<file path="src/rtl/arbiter2n1_16bit_pkg.sv">
// Shared types and constants for the two-requester round-robin bus arbiter.
package arbiter2n1_16bit_pkg;

    typedef enum logic [1:0] {
        ST_IDLE = 2'd0,
        ST_OWN0 = 2'd1,
        ST_OWN1 = 2'd2
    } arb_state_e;

    localparam int HOLD_MAX_DEFAULT = 8;
    localparam int DATA_W           = 16;

    function automatic int hold_cnt_width(input int hold_max);
        return $clog2(hold_max + 1);
    endfunction

endpackage

</file>
<file path="src/rtl/arbiter2n1_16bit_if.sv">
// Requester/bus bundle between the two masters, the arbiter and the downstream sink.
interface arbiter2n1_16bit_if;
    import arbiter2n1_16bit_pkg::*;

    logic              req0;
    logic              req1;
    logic [DATA_W-1:0] data0;
    logic [DATA_W-1:0] data1;
    logic              last0;
    logic              last1;
    logic              bus_ready;
    logic              gnt0;
    logic              gnt1;
    logic [DATA_W-1:0] bus_data;
    logic              bus_valid;
    logic              bus_owner;

    modport master (
        output req0, req1, data0, data1, last0, last1, bus_ready,
        input  gnt0, gnt1, bus_data, bus_valid, bus_owner
    );

    modport slave (
        input  req0, req1, data0, data1, last0, last1, bus_ready,
        output gnt0, gnt1, bus_data, bus_valid, bus_owner
    );
endinterface

</file>
<file path="src/rtl/arbiter2n1_16bit_mux.sv">
// Plain 16-bit 2:1 data selector; output gating is left to the arbiter.
module mux2n1_16bit
    import arbiter2n1_16bit_pkg::*;
(
    input  logic [DATA_W-1:0] i_a,
    input  logic [DATA_W-1:0] i_b,
    input  logic              i_sel,
    output logic [DATA_W-1:0] o_y
);
    assign o_y = i_sel ? i_b : i_a;
endmodule

</file>
<file path="src/rtl/arbiter2n1_16bit.sv">
// Round-robin arbiter with burst tenure, zero-bubble handover and a hold limit
// that forces handover once the owner has completed HOLD_MAX beats while the other waits.
module arbiter2n1_16bit
    import arbiter2n1_16bit_pkg::*;
#(
    parameter int HOLD_MAX = HOLD_MAX_DEFAULT
) (
    input  logic                i_clk,
    input  logic                i_srst,
    arbiter2n1_16bit_if.slave   arb
);
    localparam int CW = hold_cnt_width(HOLD_MAX);
    localparam logic [CW-1:0] HOLD_LIM = CW'(HOLD_MAX);
    localparam logic [CW-1:0] HOLD_PRE = CW'(HOLD_MAX - 1);

    arb_state_e      r_state;
    logic            r_prio;
    logic            r_owner;
    logic [CW-1:0]   r_hold;

    logic            w_owning;
    logic            w_cur;
    logic            w_own_req;
    logic            w_own_last;
    logic            w_other_req;
    logic            w_beat;
    logic            w_preempt;
    logic            w_release;
    logic [DATA_W-1:0] w_muxed;

    assign w_owning    = (r_state == ST_OWN0) || (r_state == ST_OWN1);
    assign w_cur       = (r_state == ST_OWN1);
    assign w_own_req   = w_owning & (w_cur ? arb.req1 : arb.req0);
    assign w_own_last  = w_cur ? arb.last1 : arb.last0;
    assign w_other_req = w_cur ? arb.req0 : arb.req1;
    assign w_beat      = w_own_req & arb.bus_ready;

    // Look ahead by one beat so the tenure ends on the HOLD_MAX-th beat itself
    // rather than granting one extra beat after the counter saturates.
    assign w_preempt = w_other_req & ((r_hold == HOLD_LIM) | (w_beat & (r_hold == HOLD_PRE)));
    assign w_release = w_owning & ((w_beat & w_own_last) | ~w_own_req | w_preempt);

    always_ff @(posedge i_clk) begin
        if (i_srst) begin
            r_state <= ST_IDLE;
            r_prio  <= 1'b0;
            r_owner <= 1'b0;
            r_hold  <= '0;
        end else begin
            case (r_state)
                ST_IDLE: begin
                    r_hold <= '0;
                    if (arb.req0 && (!arb.req1 || !r_prio)) begin
                        r_state <= ST_OWN0;
                        r_owner <= 1'b0;
                    end else if (arb.req1) begin
                        r_state <= ST_OWN1;
                        r_owner <= 1'b1;
                    end
                end
                ST_OWN0, ST_OWN1: begin
                    if (w_release) begin
                        r_prio <= ~w_cur;
                        r_hold <= '0;
                        if (w_other_req) begin
                            r_state <= w_cur ? ST_OWN0 : ST_OWN1;
                            r_owner <= ~w_cur;
                        end else begin
                            r_state <= ST_IDLE;
                        end
                    end else if (w_beat && (r_hold != HOLD_LIM)) begin
                        r_hold <= r_hold + CW'(1);
                    end
                end
                default: begin
                    r_state <= ST_IDLE;
                    r_hold  <= '0;
                end
            endcase
        end
    end

    mux2n1_16bit u_mux (
        .i_a   (arb.data0),
        .i_b   (arb.data1),
        .i_sel (w_cur),
        .o_y   (w_muxed)
    );

    assign arb.gnt0      = (r_state == ST_OWN0);
    assign arb.gnt1      = (r_state == ST_OWN1);
    assign arb.bus_valid = w_own_req;
    assign arb.bus_data  = w_owning ? w_muxed : '0;
    assign arb.bus_owner = r_owner;

endmodule

</file>
<file path="src/flat_wrapper.sv">
// flat-port wrapper written by rule: the top's interface ports become plain ports
module arbiter2n1_16bit_flat import arbiter2n1_16bit_pkg::*;
#(
    parameter int HOLD_MAX = HOLD_MAX_DEFAULT
)
  (i_clk, i_srst, arb_req0, arb_req1, arb_data0, arb_data1, arb_last0, arb_last1, arb_bus_ready, arb_gnt0, arb_gnt1, arb_bus_data, arb_bus_valid, arb_bus_owner);
  arbiter2n1_16bit_if arb_i ();
  input  logic i_clk;
  input  logic i_srst;
  input wire logic [$bits(arb_i.req0)-1:0] arb_req0;
  input wire logic [$bits(arb_i.req1)-1:0] arb_req1;
  input wire logic [$bits(arb_i.data0)-1:0] arb_data0;
  input wire logic [$bits(arb_i.data1)-1:0] arb_data1;
  input wire logic [$bits(arb_i.last0)-1:0] arb_last0;
  input wire logic [$bits(arb_i.last1)-1:0] arb_last1;
  input wire logic [$bits(arb_i.bus_ready)-1:0] arb_bus_ready;
  output wire logic [$bits(arb_i.gnt0)-1:0] arb_gnt0;
  output wire logic [$bits(arb_i.gnt1)-1:0] arb_gnt1;
  output wire logic [$bits(arb_i.bus_data)-1:0] arb_bus_data;
  output wire logic [$bits(arb_i.bus_valid)-1:0] arb_bus_valid;
  output wire logic [$bits(arb_i.bus_owner)-1:0] arb_bus_owner;
  assign arb_i.req0 = arb_req0;
  assign arb_i.req1 = arb_req1;
  assign arb_i.data0 = arb_data0;
  assign arb_i.data1 = arb_data1;
  assign arb_i.last0 = arb_last0;
  assign arb_i.last1 = arb_last1;
  assign arb_i.bus_ready = arb_bus_ready;
  assign arb_gnt0 = arb_i.gnt0;
  assign arb_gnt1 = arb_i.gnt1;
  assign arb_bus_data = arb_i.bus_data;
  assign arb_bus_valid = arb_i.bus_valid;
  assign arb_bus_owner = arb_i.bus_owner;
  arbiter2n1_16bit #(.HOLD_MAX(HOLD_MAX)) u_core (.i_clk(i_clk), .i_srst(i_srst), .arb(arb_i));
endmodule
</file>
<file path="config.mk">
export PLATFORM = sky130hd
export DESIGN_NAME = arbiter2n1_16bit_flat
export DESIGN_NICKNAME = d
export VERILOG_FILES = /design/src/rtl/arbiter2n1_16bit_pkg.sv /design/src/rtl/arbiter2n1_16bit_if.sv /design/src/rtl/arbiter2n1_16bit_mux.sv /design/src/rtl/arbiter2n1_16bit.sv /design/src/flat_wrapper.sv
export SDC_FILE = /design/constraint.sdc
export NUM_CORES = 1
export LEC_CHECK = 0
export CAP_MARGIN = 0
export CORE_MARGIN = 2
export CORE_UTILIZATION = 39
export DETAILED_ROUTE_END_ITERATION = 12
export PLACE_DENSITY = 0.85
export RECOVER_POWER = 100
export SLEW_MARGIN = 10
export SYNTH_ARGS = -nofsm -noshare
export SYNTH_HDL_FRONTEND = slang
export SYNTH_HIERARCHICAL = 1
export SYNTH_SLANG_ARGS = --single-unit
</file>
<file path="constraint.sdc">
create_clock -name i_clk -period 6.09 [get_ports i_clk]
set_clock_uncertainty 0.05 [all_clocks]
set_input_delay 1.827 -clock i_clk [delete_from_list [all_inputs] [get_ports i_clk]]
set_output_delay 1.827 -clock i_clk [all_outputs]
set_load 0.005 [all_outputs]
</file>
Word-level counts from Yosys, hierarchy flattened
Index checks and enable logic that the tools add are counted.
{"block": "totals", "reg_bits": 8, "input_bits": 39, "output_inout_bits": 20, "elab_cells": 54}
{"block": "classes", "addsub": 1, "n_eq_ne": 8, "muxes": 16, "bitwise": 12, "reduce_logical": 13}
{"operator": "16-bit 2-to-1 mux", "count": 2}
{"operator": "2-bit 2-to-1 mux", "count": 5}
{"operator": "1-bit 2-to-1 mux", "count": 7}
{"operator": "1-bit AND", "count": 6}
{"operator": "4-bit by 1-bit adder with 4-bit output (second input constant)", "count": 1}
{"operator": "4-bit by 3-bit == test with 1-bit output (second input constant)", "count": 1}
{"operator": "4-bit == test (second input constant)", "count": 1}
{"operator": "2-bit by 1-bit != test with 1-bit output (second input constant)", "count": 2}
{"operator": "4-bit != test (second input constant)", "count": 1}
{"operator": "2-bit one-hot mux with 2 select lines", "count": 1}
{"operator": "2-bit AND reduction", "count": 2}
{"operator": "4-bit AND reduction", "count": 1}
{"operator": "3-bit by 2-bit != test with 1-bit output (second input constant)", "count": 1}
{"operator": "1-bit NOT", "count": 3}
{"operator": "1-bit OR", "count": 3}
{"operator": "3-bit OR reduction", "count": 1}
{"operator": "2-bit by 1-bit == test with 1-bit output (second input constant)", "count": 1}
{"operator": "2-bit == test (second input constant)", "count": 1}
{"operator": "1-bit logical AND", "count": 2}
{"operator": "1-bit logical NOT", "count": 2}
{"operator": "2-bit logical NOT", "count": 1}
{"operator": "1-bit logical OR", "count": 2}
{"operator": "1-bit one-hot mux with 2 select lines", "count": 1}
{"operator": "2-bit nonzero test", "count": 1}
{"operator": "2-bit OR reduction", "count": 1}

Depth between registers and ports, before layout
Gate-level depths: netlist (run 1).
{"block": "logic_depth", "word_depth": 11, "ltp_mapped": 8, "mapped_depth_nobuf": 8}

Cells and area by module
Netlist (run 1), hierarchy kept.
{"mod": "arbiter2n1_16bit", "instances": 1, "cells_per_inst": 84, "area_per_inst_um2": 693.2, "seq_area_each_um2": 160.2}
{"mod": "mux2n1_16bit", "instances": 1, "cells_per_inst": 18, "area_per_inst_um2": 249.0, "seq_area_each_um2": 0.0}

Worst setup path after synthesis (run 1)
Ideal clock, no wire load.
{"block": "synth_timing", "path_kind": "input-to-output", "from": "in arb_data0[10]", "to": "out arb_bus_data[10]", "arrival_ns": 2.229, "required_time_ns": 4.213, "path_slack_ns": 1.984, "path_stages": 2, "n_path_buf": 0, "cell_sequence": "mux2_4 -> and2_1"}
{"block": "synth_between", "elab_chain_len": 2}
{"item": "start, declared", "line_no": "flat_wrapper.sv:12", "rtl": "input wire logic [$bits(arb_i.data0)-1:0] arb_data0;"}
{"item": "16-bit 2-to-1 mux", "line_no": "arbiter2n1_16bit_mux.sv:10", "rtl": "assign o_y = i_sel ? i_b : i_a;"}
{"item": "16-bit 2-to-1 mux", "line_no": "arbiter2n1_16bit.sv:93", "rtl": "assign arb.bus_data = w_owning ? w_muxed : '0;"}
{"item": "end, declared", "line_no": "flat_wrapper.sv:19", "rtl": "output wire logic [$bits(arb_i.bus_data)-1:0] arb_bus_data;"}
Every way passes these cells.

Worst setup path after layout (run 1)
{"block": "layout_timing", "from": "in arb_req0", "to": "out arb_bus_valid"}
{"block": "layout_between", "elab_chain_len": 2}
{"item": "start, declared", "line_no": "flat_wrapper.sv:10", "rtl": "input wire logic [$bits(arb_i.req0)-1:0] arb_req0;"}
{"item": "1-bit 2-to-1 mux", "line_no": "arbiter2n1_16bit.sv:33", "rtl": "assign w_own_req = w_owning & (w_cur ? arb.req1 : arb.req0);"}
{"item": "1-bit AND", "line_no": "arbiter2n1_16bit.sv:33"}
{"item": "end, declared", "line_no": "flat_wrapper.sv:20", "rtl": "output wire logic [$bits(arb_i.bus_valid)-1:0] arb_bus_valid;"}
Every way passes these cells.

==> results of run 1 <==
==> final timing paths <==
path | start | endpoint | slack (ps) | depth (start not counted)
worst max-delay path | arb_req0 | arb_bus_valid | 780 | 5
worst min-delay path | u_core/arb.bus_owner | u_core/arb.bus_owner | 420 | 2
worst max register to register | u_core/r_state[0] | u_core/r_state[0] | 3340 | 7
worst min register to register | u_core/arb.bus_owner | u_core/arb.bus_owner | 420 | 2
==> final cells by class <==
class / count / share of cell area
clock buffers: 3 / 0.0147
inverters: 6 / 0.0147
well taps: 28 / 0.0229
multi-input cells: 84 / 0.464
repair buffers: 58 / 0.379
flip-flops and latches: 8 / 0.105
==> routing by layer <==
| metal | track usage | vias to the layer above | wire [um] |
|---|---|---|---|
| li1 | - | 464 | - |
| met1 | 0.243 | 429 | 1100 |
| met2 | 0.340 | 50 | 1170 |
| met3 | 0.0480 | 8 | 322 |
| met4 | 0.103 | 0 | 54 |
| met5 | 0 | - | 0 |
==> sequential cells by signal, indices dropped and copies added, names as in the netlist <==
signal	cells
u_core/r_hold	4
u_core/r_prio	1
u_core/r_state	2
u_core/arb.bus_owner	1
==> cells by family (layout without fill, tap and decap cells) <==
logic type | after synthesis | in the layout | synth area share
and+or+nand+nor | 42 | 42 | 0.262
DFF | 8 | 8 | 0.170
buffers and inverters | 10 | 67 | 0.0651
adders and majority gates | 7 | 7 | 0.0930
AOI/OAI and AO/OA | 10 | 10 | 0.0877
muxes | 22 | 22 | 0.295
xor gates and xnor gates | 3 | 3 | 0.0279
==> power breakdown <==
part / switching [mW] / internal (mW) / total, mW
logic: 0.150 / 0.214 / 0.364
registers: 0.00900 / 0.0637 / 0.0727
clock network: 0.0199 / 0.0227 / 0.0426
==> synth_stat cells <==
library cell	number	share of area
a211oi_1	2	0.016
a21boi_0	1	0.0080
a21oi_1	2	0.011
a21oi_2	1	0.0093
a311o_1	1	0.011
and2_1	17	0.11
and3_1	1	0.0066
buf_12	1	0.021
buf_6	1	0.012
clkbuf_1	2	0.0080
dfxtp_1	8	0.17
ha_1	7	0.093
inv_1	6	0.024
mux2_2	6	0.072
mux2_4	10	0.16
mux2i_1	6	0.064
nand2_1	3	0.012
nand2b_1	2	0.013
nand2b_4	1	0.015
nand3_1	3	0.016
nand3b_1	2	0.016
nand4_1	1	0.0066
nand4b_1	1	0.0093
nor2_1	7	0.028
nor2b_1	1	0.0066
nor3_1	1	0.0053
o21ai_0	1	0.0053
o21ba_2	1	0.011
o32ai_2	1	0.017
or2b_1	1	0.0080
or3_1	1	0.0066
xnor2_1	1	0.0093
xor2_1	2	0.019
==> stage by stage <==
| stage | util | area (um2) | hold WS, ps |
|---|---|---|---|
| 2_1_floorplan | - | 942 | 414 |
| 3_3_place_gp | 0.674 | 1520 | 416 |
| 3_5_place_dp | 0.674 | 1520 | 424 |
| 4_1_cts | 0.684 | 1540 | 434 |
| 5_1_grt | 0.679 | 1530 | 451 |
| 6_report | 0.679 | 1530 | 423 |
==> worst max-delay path, stage by stage <==
cell and delay [ps]:
dlygate4sd3_1 610, mux2i_1 100, nand2b_4 190, inv_1 130
dlygate4sd3_1 580
==> placed cells by master (no fill, tap or decap), types with 2 or more instances in the layout <==
cell / count
clkdlybuf4s50_1: 37
dlygate4sd3_1: 21
and2_1: 17
mux2_4: 10
dfxtp_1: 8
nor2_1: 7
ha_1: 7
inv_1: 6
mux2i_1: 6
mux2_2: 6
clkbuf_4: 3
a21oi_1: 3
nand3_1: 3
nand2_1: 3
nand3b_1: 2
nand2b_1: 2
xor2_1: 2
a211oi_1: 2
==> results.txt, run 1 <==
outcome: finished, final reports clean
mapped cell area: 942 um2
endpoints failing hold: 0
CP endpoint kind: output port
Min-Delay Path Class: flop to flop
max-cap violation count: 0
row cnt: 17
Setup TNS Final: 0 ps
Layout Cells excl Fill: 187
number of vias per cell: 5.09
Final #Nets: 207
Overflow after GRT: 0
synth unique cells: 33
initial antenna violation count: 0
hpwl dp: 2150 um
global-route wire length before repair: 4220 um
Slew @ Worst Pin: 1090 ps
Worst-path clk slew: 60 ps
Setup Viol. Count Final: 0
Relative slew margins: 0.270
Peak supply drop: 237 uV
synth-to-layout area growth: 62.4%
static leakage: 0.665 nW
number of global-route vias before repair: 928
Pwr Total: 0.479 mW
Post-Place Cells: 184
core area: 0.00225 mm2
Antenna Cells: 0
PortBufs: 58
All-Layer GR Usage: 0.204
CTS root buffer: clkbuf_4
#FFs+latches synth: 8
syn avg cell area: 9.24 um2
vias: 951
Crit Path Max Fanout: 5
sequential area share after synthesis: 0.170
ANT nets after route: 0
final wirelength: 2650 um
DRC: 0
Die Ht: 53.2 um
min Tclk post-route: 5310 ps
Post-Place Worst Slack: 911 ps
Final Cycle Share: 0.872
die area: 0.00282 mm2
synth warn: 6
CTS Buffer Depth: 2
htree depth: 1
multi-input logic area: 709 um2
Synth Net Count: 148
CTS tree: yes
maximum clock frequency: 0.188 GHz
fin worst setup slack: 781 ps
CTS Buf Count: 3
Power Density: 313 mW/mm2
Crit path arrival time: 3430 ps
DR pass1 iterations: 4
RSZ-0062 raised after global routing: no
largest net degree at the start of global routing: 23
IO Pins: 59
Critical Path Source Type: input pin
routability cong.: 0.757
FF/Latch Area: 160 um2
Post-CTS Setup Inserts: 0
die width: 53.2 um
TritonCTS Sinks: 8
Skew-Pair Late Insertion Delay: 260 ps
Setup Crit Path Kind: input pin to output port
Cells after Synth: 102
WL/cell: 14.1 um
# hold bufs at CTS: 0
FILL cells: 187
layout cell share with drive strength beyond 1: 0.132
Pins Over Slew Limit: 0
initial DRC count: 12
Initial Util: 0.418
post_cts resized: 0
worst path required time: 4210 ps
Power figures use the tool's default switching activity.
==> inputs of run 2 (changes only) <==
==> constraint.sdc (replaced) <==
create_clock -name i_clk -period 6.09 [get_ports i_clk]
set_clock_uncertainty 0.05 [all_clocks]
set_input_delay 1.218 -clock i_clk [delete_from_list [all_inputs] [get_ports i_clk]]
set_output_delay 1.218 -clock i_clk [all_outputs]
set_load 0.005 [all_outputs]
==> run 2 against run 1 <==
Against the previous run: cell count unchanged; combinational power down 3%; sequential share of layout area up 0.24 points; non-clock buffer count unchanged; worst setup slack better by 1200 ps; critical path depth unchanged; via count up 0.42%; die area unchanged; global-route usage down 0.28 points; hold slack about the same; critical endpoint unchanged; largest cell class unchanged.
==> results.txt, run 2 (same netlist as run 1, synthesis figures left out) <==
Crit path arrival time: 2820 ps
Layout Cells excl Fill: 187
Setup Crit Path Kind: input pin to output port
Max stage delay on crit path: 620 ps
commonest non-fill, non-tap cell in the layout: clkdlybuf4s50_1
Initial Util: 0.418
All-Layer GR Usage: 0.201
Final #Nets: 207
die area: 0.00282 mm2
Pwr Total: 0.468 mW
htree depth: 1
slowest CP cell: dlygate4sd3_1
cell-internal power: 0.293 mW
die width: 53.2 um
global-route wire length before repair: 4210 um
Hold WS: 423 ps
initial antenna violation count: 0
CTS root buffer: clkbuf_4
CTS tree: yes
fin worst setup slack: 2010 ps
share of total power in the clock network: 0.090
Critical Path Source Type: input pin
vias: 955
# hold bufs at CTS: 0
most frequent CP cell: dlygate4sd3_1
Skew-Pair Late Insertion Delay: 260 ps
Biggest register: u_core/r_hold
maximum clock frequency: 0.245 GHz
Setup TNS Final: 0 ps
most frequent cells in the layout: 46 x clkdlybuf4s50_1, 17 x and2_1, 12 x dlygate4sd3_1
combinational fraction of design power: 0.755
final wirelength: 2590 um
static leakage: 0.612 nW
Worst Hold Depth: 2
Die Ht: 53.2 um
max FFs per register: 4
WL/cell: 13.9 um
Relative slew margins: 0.376
Worst-path clk slew: 60 ps
CTS Buffer Depth: 2
CP endpoint kind: output port
layout cell share with drive strength beyond 1: 0.0755
worst path required time: 4820 ps
DP Area: 0.00152 mm2
post_cts resized: 0
Power Density: 313 mW/mm2
Overflow after GRT: 0
DRC: 0
Slew @ Worst Pin: 936 ps
Pins Over Slew Limit: 0
FILL cells: 208
ANT nets after route: 0
Cell Chain, Critical Path: dlygate4sd3_1 -> mux2i_1 -> nand2b_4 -> inv_1 -> dlygate4sd3_1
number of vias per cell: 5.11
number of global-route vias before repair: 936
Peak supply drop: 244 uV
synth-to-layout area growth: 58.8%
core area: 0.00225 mm2
Final Cycle Share: 0.671
hpwl dp: 2080 um
Final Core Density: 0.664
post-layout instance area: 0.00150 mm2
IO Pins: 59
Crit Path Max Fanout: 5
max-cap violation count: 0
min Tclk post-route: 4080 ps
endpoints failing hold: 0
Switching Power: 0.175 mW
RSZ-0062 raised after global routing: no
DR pass1 iterations: 4
Reg power frac: 0.155
Post-Place Worst Slack: 2120 ps
Antenna Cells: 0
outcome: finished, final reports clean
PortBufs: 58
Worst Reg-to-Reg Cells: 7
largest registers: u_core/r_hold x4, u_core/r_state x2
routability cong.: 0.757
initial DRC count: 12
TritonCTS Sinks: 8
CTS Buf Count: 3
Setup Viol. Count Final: 0
Min-Delay Path Class: flop to flop
largest net degree at the start of global routing: 23
Sw Ratio: 0.375
row cnt: 17
Post-Place Cells: 184
Post-CTS Setup Inserts: 0
[run 2: cell types whose count changed in the layout (fill, tap and decap cells not counted), sizes merged]
cell / previous run / this run
dlygate4sd3: 21 / 12
clkdlybuf4s50: 37 / 46
[run 2: power by group through the flow]
stage	Sequential, mW	Clock (mW)	Combinational [mW]
after detailed placement	0.0739	0	0.391
after CTS	0.0728	0.0438	0.393
after floorplan	0.0724	0	0.240
after global placement	0.0734	0	0.381
after global routing	0.0748	0.0477	0.391
final	0.0725	0.0421	0.354
[run 2: critical path, delay by kind of cell]
kind	cells	cell delay (ps)
buffers and inverters	3	1320
and+or+nand+nor	1	180
muxes	1	100
[run 2: final cells by class]
type                    count  area [um2]  area share
flip-flops and latches      8         160       0.107
clock buffers               3        22.5      0.0151
repair buffers             58         581       0.388
well taps                  28        35.0      0.0234
multi-input cells          84         676       0.452
inverters                   6        22.5      0.0151
[run 2: path summary, 6_finish.rpt]
| path | startpoint | to | slack [ps] |
|---|---|---|---|
| worst max-delay path | arb_req0 | arb_bus_valid | 2010 |
| worst min-delay path | u_core/arb.bus_owner | u_core/arb.bus_owner | 420 |
| worst max register to register | u_core/r_state[0] | u_core/r_state[0] | 3460 |
| worst min register to register | u_core/arb.bus_owner | u_core/arb.bus_owner | 420 |
[run 2: routing by layer]
| layer | share of wire | routed length (um) | up-vias | global-route usage |
|---|---|---|---|---|
| li1 | - | - | 468 | - |
| met1 | 0.43 | 1120 | 433 | 0.247 |
| met2 | 0.44 | 1140 | 50 | 0.344 |
| met3 | 0.12 | 310 | 4 | 0.0395 |
| met4 | 0.0089 | 23 | 0 | 0.0769 |
| met5 | 0 | 0 | - | 0 |
